File: src/rtl/parking_lot_scheduler_pkg.sv
// Shared constants and the hour-to-capacity mapping for the parking lot scheduler.
package parking_pkg;

    localparam int   HOURS_PER_DAY = 24;
    localparam logic CLASS_FREE    = 1'b0;
    localparam logic CLASS_UNI     = 1'b1;

    // Free capacity holds at base before the ramp and at the ramp-end value after it.
    function automatic int free_capacity(input int hour, input int base, input int step,
                                         input int ramp_start, input int ramp_end);
        int h;
        h = hour;
        if (h < ramp_start) h = ramp_start;
        if (h > ramp_end)   h = ramp_end;
        return base + step * (h - ramp_start);
    endfunction

endpackage

File: src/rtl/parking_lot_scheduler_if.sv
// Gate-sensor inputs and display/billing outputs of the parking lot scheduler.
interface parking_lot_scheduler_if #(
    parameter int CNT_W       = 10,
    parameter int QUEUE_DEPTH = 8
);
    localparam int QCNT_W = $clog2(QUEUE_DEPTH) + 1;

    logic              car_entered;
    logic              is_uni_car_entered;
    logic              car_exited;
    logic              is_uni_car_exited;
    logic [4:0]        hour;
    logic [CNT_W-1:0]  uni_parked_car;
    logic [CNT_W-1:0]  free_parked_car;
    logic [CNT_W-1:0]  uni_vacated_space;
    logic [CNT_W-1:0]  free_vacated_space;
    logic              uni_is_vacated_space;
    logic              free_is_vacated_space;
    logic [QCNT_W-1:0] queue_count;
    logic              queue_admit;
    logic              ja_nist;
    logic              faulty_exit;

    modport master (
        output car_entered, is_uni_car_entered, car_exited, is_uni_car_exited,
        input  hour, uni_parked_car, free_parked_car, uni_vacated_space, free_vacated_space,
        input  uni_is_vacated_space, free_is_vacated_space, queue_count, queue_admit,
        input  ja_nist, faulty_exit
    );

    modport slave (
        input  car_entered, is_uni_car_entered, car_exited, is_uni_car_exited,
        output hour, uni_parked_car, free_parked_car, uni_vacated_space, free_vacated_space,
        output uni_is_vacated_space, free_is_vacated_space, queue_count, queue_admit,
        output ja_nist, faulty_exit
    );

endinterface

File: src/rtl/parking_lot_scheduler_fifo.sv
// One-bit waiting queue of car classes; push and pop may happen in the same cycle.
module parking_wait_fifo #(
    parameter int DEPTH = 8
) (
    input  logic                    clock,
    input  logic                    reset,
    input  logic                    push,
    input  logic                    pop,
    input  logic                    din,
    output logic                    head,
    output logic                    full,
    output logic                    empty,
    output logic [$clog2(DEPTH):0]  count
);
    localparam int PW = $clog2(DEPTH);

    logic [DEPTH-1:0] mem;
    logic [PW-1:0]    rd_ptr;
    logic [PW-1:0]    wr_ptr;
    logic             do_push;
    logic             do_pop;

    assign do_pop  = pop && !empty;
    assign do_push = push && (!full || do_pop);

    always_ff @(posedge clock or posedge reset) begin
        if (reset) begin
            mem    <= '0;
            rd_ptr <= '0;
            wr_ptr <= '0;
            count  <= '0;
        end else begin
            if (do_push) begin
                mem[wr_ptr] <= din;
                wr_ptr      <= wr_ptr + PW'(1);
            end
            if (do_pop)
                rd_ptr <= rd_ptr + PW'(1);
            case ({do_push, do_pop})
                2'b10:   count <= count + (PW+1)'(1);
                2'b01:   count <= count - (PW+1)'(1);
                default: count <= count;
            endcase
        end
    end

    assign head  = mem[rd_ptr];
    assign full  = (count == (PW+1)'(DEPTH));
    assign empty = (count == '0);

endmodule

File: src/rtl/parking_lot_scheduler.sv
// Occupancy controller: hour clock, per-class counters with time-varying capacity,
// and an in-order waiting queue for cars that arrive while their class is full.
module parking_lot_scheduler
    import parking_pkg::*;
#(
    parameter int TOTAL_CAP     = 700,
    parameter int FREE_BASE     = 200,
    parameter int FREE_STEP     = 50,
    parameter int RAMP_START    = 13,
    parameter int RAMP_END      = 16,
    parameter int START_HOUR    = 8,
    parameter int CLKS_PER_HOUR = 500,
    parameter int QUEUE_DEPTH   = 8,
    parameter int CNT_W         = 10
) (
    input  logic                    clock,
    input  logic                    reset,
    parking_lot_scheduler_if.slave  bus
);
    localparam int TICK_W = $clog2(CLKS_PER_HOUR);
    localparam int QCNT_W = $clog2(QUEUE_DEPTH) + 1;

    logic [TICK_W-1:0] tick;
    logic [4:0]        hour_q;
    logic [CNT_W-1:0]  uni_cnt, free_cnt;
    logic [CNT_W-1:0]  uni_n, free_n;
    logic [CNT_W-1:0]  uni_cap, free_cap;
    logic              admit_q, ja_q, fault_q;
    logic              admit_n, ja_n, fault_n;

    logic              fifo_push, fifo_pop, fifo_head, fifo_full, fifo_empty;
    logic [QCNT_W-1:0] fifo_count;

    parking_wait_fifo #(.DEPTH(QUEUE_DEPTH)) u_wait_fifo (
        .clock (clock),
        .reset (reset),
        .push  (fifo_push),
        .pop   (fifo_pop),
        .din   (bus.is_uni_car_entered),
        .head  (fifo_head),
        .full  (fifo_full),
        .empty (fifo_empty),
        .count (fifo_count)
    );

    assign free_cap = CNT_W'(free_capacity(int'(hour_q), FREE_BASE, FREE_STEP, RAMP_START, RAMP_END));
    assign uni_cap  = CNT_W'(TOTAL_CAP) - free_cap;

    // Exit, then queue-head admission, then the new arrival, all against this cycle's counts.
    always_comb begin
        uni_n     = uni_cnt;
        free_n    = free_cnt;
        fault_n   = 1'b0;
        admit_n   = 1'b0;
        ja_n      = 1'b0;
        fifo_pop  = 1'b0;
        fifo_push = 1'b0;

        if (bus.car_exited) begin
            if (bus.is_uni_car_exited == CLASS_UNI) begin
                if (uni_cnt == '0) fault_n = 1'b1;
                else               uni_n   = uni_cnt - CNT_W'(1);
            end else begin
                if (free_cnt == '0) fault_n = 1'b1;
                else                free_n  = free_cnt - CNT_W'(1);
            end
        end

        if (!fifo_empty) begin
            if (fifo_head == CLASS_UNI && uni_n < uni_cap) begin
                uni_n    = uni_n + CNT_W'(1);
                fifo_pop = 1'b1;
                admit_n  = 1'b1;
            end else if (fifo_head == CLASS_FREE && free_n < free_cap) begin
                free_n   = free_n + CNT_W'(1);
                fifo_pop = 1'b1;
                admit_n  = 1'b1;
            end
        end

        // Arrivals only bypass the queue when nobody is waiting.
        if (bus.car_entered) begin
            if (fifo_empty && bus.is_uni_car_entered == CLASS_UNI && uni_n < uni_cap)
                uni_n = uni_n + CNT_W'(1);
            else if (fifo_empty && bus.is_uni_car_entered == CLASS_FREE && free_n < free_cap)
                free_n = free_n + CNT_W'(1);
            else if (!fifo_full || fifo_pop)
                fifo_push = 1'b1;
            else
                ja_n = 1'b1;
        end
    end

    // Hour tick is a down-counter; reaching zero marks the end of the hour.
    always_ff @(posedge clock or posedge reset) begin
        if (reset) begin
            tick     <= TICK_W'(CLKS_PER_HOUR - 1);
            hour_q   <= 5'(START_HOUR);
            uni_cnt  <= '0;
            free_cnt <= '0;
            admit_q  <= 1'b0;
            ja_q     <= 1'b0;
            fault_q  <= 1'b0;
        end else begin
            if (tick == '0) begin
                tick   <= TICK_W'(CLKS_PER_HOUR - 1);
                hour_q <= (hour_q == 5'(HOURS_PER_DAY - 1)) ? 5'd0 : hour_q + 5'd1;
            end else begin
                tick <= tick - TICK_W'(1);
            end
            uni_cnt  <= uni_n;
            free_cnt <= free_n;
            admit_q  <= admit_n;
            ja_q     <= ja_n;
            fault_q  <= fault_n;
        end
    end

    assign bus.hour                  = hour_q;
    assign bus.uni_parked_car        = uni_cnt;
    assign bus.free_parked_car       = free_cnt;
    assign bus.uni_vacated_space     = (uni_cnt >= uni_cap)   ? '0 : uni_cap - uni_cnt;
    assign bus.free_vacated_space    = (free_cnt >= free_cap) ? '0 : free_cap - free_cnt;
    assign bus.uni_is_vacated_space  = (uni_cnt < uni_cap);
    assign bus.free_is_vacated_space = (free_cnt < free_cap);
    assign bus.queue_count           = fifo_count;
    assign bus.queue_admit           = admit_q;
    assign bus.ja_nist               = ja_q;
    assign bus.faulty_exit           = fault_q;

endmodule

File: src/flat_wrapper.sv
// flat-port wrapper written by rule: the top's interface ports become plain ports
module parking_lot_scheduler_flat import parking_pkg::*;
#(
    parameter int TOTAL_CAP     = 700,
    parameter int FREE_BASE     = 200,
    parameter int FREE_STEP     = 50,
    parameter int RAMP_START    = 13,
    parameter int RAMP_END      = 16,
    parameter int START_HOUR    = 8,
    parameter int CLKS_PER_HOUR = 500,
    parameter int QUEUE_DEPTH   = 8,
    parameter int CNT_W         = 10
)
  (clock, reset, bus_car_entered, bus_is_uni_car_entered, bus_car_exited, bus_is_uni_car_exited, bus_hour, bus_uni_parked_car, bus_free_parked_car, bus_uni_vacated_space, bus_free_vacated_space, bus_uni_is_vacated_space, bus_free_is_vacated_space, bus_queue_count, bus_queue_admit, bus_ja_nist, bus_faulty_exit);
  parking_lot_scheduler_if #(.CNT_W(CNT_W), .QUEUE_DEPTH(QUEUE_DEPTH)) bus_i ();
  input  logic clock;
  input  logic reset;
  input wire logic [$bits(bus_i.car_entered)-1:0] bus_car_entered;
  input wire logic [$bits(bus_i.is_uni_car_entered)-1:0] bus_is_uni_car_entered;
  input wire logic [$bits(bus_i.car_exited)-1:0] bus_car_exited;
  input wire logic [$bits(bus_i.is_uni_car_exited)-1:0] bus_is_uni_car_exited;
  output wire logic [$bits(bus_i.hour)-1:0] bus_hour;
  output wire logic [$bits(bus_i.uni_parked_car)-1:0] bus_uni_parked_car;
  output wire logic [$bits(bus_i.free_parked_car)-1:0] bus_free_parked_car;
  output wire logic [$bits(bus_i.uni_vacated_space)-1:0] bus_uni_vacated_space;
  output wire logic [$bits(bus_i.free_vacated_space)-1:0] bus_free_vacated_space;
  output wire logic [$bits(bus_i.uni_is_vacated_space)-1:0] bus_uni_is_vacated_space;
  output wire logic [$bits(bus_i.free_is_vacated_space)-1:0] bus_free_is_vacated_space;
  output wire logic [$bits(bus_i.queue_count)-1:0] bus_queue_count;
  output wire logic [$bits(bus_i.queue_admit)-1:0] bus_queue_admit;
  output wire logic [$bits(bus_i.ja_nist)-1:0] bus_ja_nist;
  output wire logic [$bits(bus_i.faulty_exit)-1:0] bus_faulty_exit;
  assign bus_i.car_entered = bus_car_entered;
  assign bus_i.is_uni_car_entered = bus_is_uni_car_entered;
  assign bus_i.car_exited = bus_car_exited;
  assign bus_i.is_uni_car_exited = bus_is_uni_car_exited;
  assign bus_hour = bus_i.hour;
  assign bus_uni_parked_car = bus_i.uni_parked_car;
  assign bus_free_parked_car = bus_i.free_parked_car;
  assign bus_uni_vacated_space = bus_i.uni_vacated_space;
  assign bus_free_vacated_space = bus_i.free_vacated_space;
  assign bus_uni_is_vacated_space = bus_i.uni_is_vacated_space;
  assign bus_free_is_vacated_space = bus_i.free_is_vacated_space;
  assign bus_queue_count = bus_i.queue_count;
  assign bus_queue_admit = bus_i.queue_admit;
  assign bus_ja_nist = bus_i.ja_nist;
  assign bus_faulty_exit = bus_i.faulty_exit;
  parking_lot_scheduler #(.TOTAL_CAP(TOTAL_CAP), .FREE_BASE(FREE_BASE), .FREE_STEP(FREE_STEP), .RAMP_START(RAMP_START), .RAMP_END(RAMP_END), .START_HOUR(START_HOUR), .CLKS_PER_HOUR(CLKS_PER_HOUR), .QUEUE_DEPTH(QUEUE_DEPTH), .CNT_W(CNT_W)) u_core (.clock(clock), .reset(reset), .bus(bus_i));
endmodule
File: config.mk
export PLATFORM = sky130hd
export DESIGN_NAME = parking_lot_scheduler_flat
export DESIGN_NICKNAME = d
export VERILOG_FILES = /design/src/rtl/parking_lot_scheduler_pkg.sv /design/src/rtl/parking_lot_scheduler_if.sv /design/src/rtl/parking_lot_scheduler_fifo.sv /design/src/rtl/parking_lot_scheduler.sv /design/src/flat_wrapper.sv
export SDC_FILE = /design/constraint.sdc
export NUM_CORES = 1
export LEC_CHECK = 0
export BUFFER_PORTS_ARGS = -buffer_cell sky130_fd_sc_hd__buf_2
export CORE_MARGIN = 5
export CORE_UTILIZATION = 40
export DETAILED_ROUTE_END_ITERATION = 10
export PLACE_DENSITY = 0.63
export SLEW_MARGIN = 20
export SYNTH_ARGS = -nofsm -noshare
export SYNTH_HDL_FRONTEND = slang
export SYNTH_SLANG_ARGS = --single-unit
File: constraint.sdc
create_clock -name clock -period 21.9 [get_ports clock]
set_input_delay 2.19 -clock clock [delete_from_list [all_inputs] [get_ports clock]]
set_output_delay 2.19 -clock clock [all_outputs]
set_load 0.02 [all_outputs]
==> results.ini <==
[clocking]
cts_hold_buf=0
numCtsBuffers=5
clock_path_buffers=2
cts_sinks=55
root_buffer=clkbuf_16
cts_resized=0
insertion_delay_ns=0.30
cts_tree=yes
postCtsSetupBuffers=0
htreeDepth=2
clk_pin_slew_ns=0.07

[floorplanning]
start_util=0.409
pin_count=60
core-area_um2=15200
die-height_um=135
std_cell_rows=45
dieArea_um2=18100
die_w_um=135

[worst_setup_path]
cp_slowest_cell=a2111oi_4
r2r-end=u_core.u_wait_fifo.count[3]
crit_buf_inv=5
cp_max_fo=12
reg2reg_from=u_core.bus.hour[3]
worst_path_largest_cell_delay_ns=0.72
end_kind=flip-flop
crit_path_frequent_cell=ha_1
cp.required_ns=22.08
arrival_ns=10.91
cp-start-kind=flip-flop
rrSetupSlack_ns=11.18
worstSetupPathType=reg2reg
path_delay_family=adder cells
r2r_cells=41

[yosys]
yosys.area_share.simple=0.209
avgSynthCellArea_um2=8.62
synth_top_family_by_area=simple AND/OR/NAND/NOR gates
ys_seq_elements=55
netlist_instances=721
synth_mux_area_frac=0.0457
synth_warnings=0
synth_fa_ha_area_frac=0.183
synth-compound-area-share=0.165
synth_edf_count=0
synthArstFlopShare=1.00
yosysSeqAreaShare=0.223
syn_area_um2=6210
synth-xor-area-share=0.118
synth_flop_cell=dfrtp_1
synth_cell_types=84

[finish]
regArea_um2=1390
syn2layout_area_growth_pct=10.8
final_area_um2=6880
mostFrequentLayoutCells=ha_1, inv_1, buf_2
layout_commonest_cell=ha_1
multi_input_area_um2=4500
fin_nets=870
num_antenna_cells=0
drive_above_1_share=0.145
fillers=1534

[timing]
setup_ws_ns=11.18
period_needed_ns=10.72
max_freq_ghz=0.0933
fin_skew_ns=0.0103
setup_viol=0
slew-limit-headroom=0.327
tightest_slew_ns=1.00
drv_slew=0
rsz0062_at_grt=false
tns_ns=0
fin_crit_sh=0.490
hold_viol=0

[power_and_ir_drop]
internal_power_uw=479
leakage_uw=0.00322
share_comb_of_total_power=0.700
switching_power_uw=510
p_sw_frac=0.516
ir_drop_mv=0.0878
power.share.sequential=0.196
power_density_nw_per_um2=144
clockPowerShare=0.104

[global_routing]
track_usage=0.177
grt_overflow=0
grt_pass1_wl_um=26200
grt_start_max_net_pins=56
grt_pass1_vias=5082
antenna_found_initial=0

[drt]
wl_per_cell_um=16.4
drtPass1Iterations=5
drc=0
vias=5267
viasPerCell=5.45
wl_um=15800
antenna_left=0
drtIter0Drc=439

[placed_design]
place_area_um2=6690
gp_congestion=0.918
io_buffers=59
dp_hpwl_um=12800
dp_slack_ns=11.36

[run_status]
status=finished, final reports clean

[worst_hold_path]
hold_start=u_core.tick[0]
hold_path_end=u_core.tick[0]
hp-class=reg2reg
hold_path_depth=1

[job]
cap_violations=0

-- flip-flops by register name (all words and copies together), names as in the netlist --
| register | count |
|---|---|
| u_core.u_wait_fifo.mem | 8 |
| u_core.bus.hour | 5 |
| u_core.u_wait_fifo.count | 4 |
| u_core.bus.queue_admit | 1 |
| u_core.bus.ja_nist | 1 |
| u_core.u_wait_fifo.rd_ptr | 3 |
| u_core.u_wait_fifo.wr_ptr | 3 |
| u_core.bus.uni_parked_car | 10 |
| u_core.tick | 9 |
| u_core.bus.free_parked_car | 10 |
| u_core.bus.faulty_exit | 1 |
-- layer usage --
layer	track usage	routed length, µm	vias to the layer above
met2	0.282	7060	145
met3	0.0227	840	21
met4	0.0447	276	0
li1	-	-	2674
met1	0.253	7660	2427
met5	0	0	-
-- kinds of logic (layout without fill, tap and decap cells) --
group / count (synthesis) / in the layout
AO/OA/AOI/OAI: 143 / 143
multiplexers: 24 / 24
adder cells (fa/ha/maj): 87 / 87
XOR/XNOR: 81 / 81
flip-flops: 55 / 55
AND/OR/NAND/NOR: 243 / 243
other: 2 / 5
buffers and inverters: 86 / 141
-- metrics by stage --
step	instances	power [µW]	hold WS [ns]	util
after floorplan	724	710	0.429	-
after global placement	959	881	0.445	0.440
after detailed placement	959	883	0.454	0.440
after CTS	967	993	0.470	0.453
after global routing	967	1080	0.477	0.453
final	967	989	0.465	0.453
-- synthesized netlist by cell type (7+ instances only) --
library cell  count  share of area
ha_1             79           0.16
inv_1            73          0.044
nand2_1          49          0.030
o21ai_0          33          0.027
nor2_1           52          0.031
dfstp_2           8          0.034
mux2_2            9          0.016
nand3_1          24          0.019
xor2_1           21          0.030
mux2i_1           7          0.011
and2_1           11          0.011
or3_1             8         0.0081
and3_1            7         0.0070
nand4_1          20          0.020
fa_1              7          0.023
a21oi_1          28          0.023
xnor2_1          57          0.080
nor2b_1           8         0.0081
dfrtp_1          47           0.19
nor4_1            8         0.0081
a21o_1           21          0.025
nor3_1           23          0.019
nand2b_1          8         0.0081
clkbuf_1          7         0.0042
-- worst max-delay path by stage --
| stage | startpoint | depth (start not counted) | end |
|---|---|---|---|
| floorplan | u_core.bus.hour[3] | 43 | u_core.u_wait_fifo.count[3] |
| global placement | u_core.bus.hour[3] | 41 | u_core.u_wait_fifo.count[3] |
| detailed placement | u_core.bus.hour[3] | 41 | u_core.u_wait_fifo.count[3] |
| CTS | u_core.bus.hour[3] | 41 | u_core.u_wait_fifo.count[3] |
| global route | u_core.bus.hour[3] | 41 | u_core.u_wait_fifo.count[3] |
| finish | u_core.bus.hour[3] | 41 | u_core.u_wait_fifo.count[3] |
-- area by class of cell --
type | instances | area share
Inverter | 73 | 0.0398
Tap cell | 188 | 0.0342
Multi-Input combinational cell | 583 | 0.653
Sequential cell | 55 | 0.201
Clock buffer | 6 | 0.0187
Clock inverter | 2 | 0.00873
Timing Repair Buffer | 60 | 0.0440
-- worst register-to-register path: cells and delay by family, from the launching register on --
kind / cells / cell delay [ns]
AO/OA/AOI/OAI: 13 / 2.71
adder cells (fa/ha/maj): 9 / 3.04
XOR/XNOR: 6 / 1.77
flip-flops: 1 / 0.58
AND/OR/NAND/NOR: 8 / 1.78
buffers and inverters: 5 / 0.72
-- power groups by stage --
stage	sequential, µW	combinational, µW	clock [µW]
final	193	692	103
after global routing	201	768	109
after CTS	193	693	106
after detailed placement	195	688	0
after global placement	195	686	0
after floorplan	201	509	0
(Power assumes the default switching activity.)
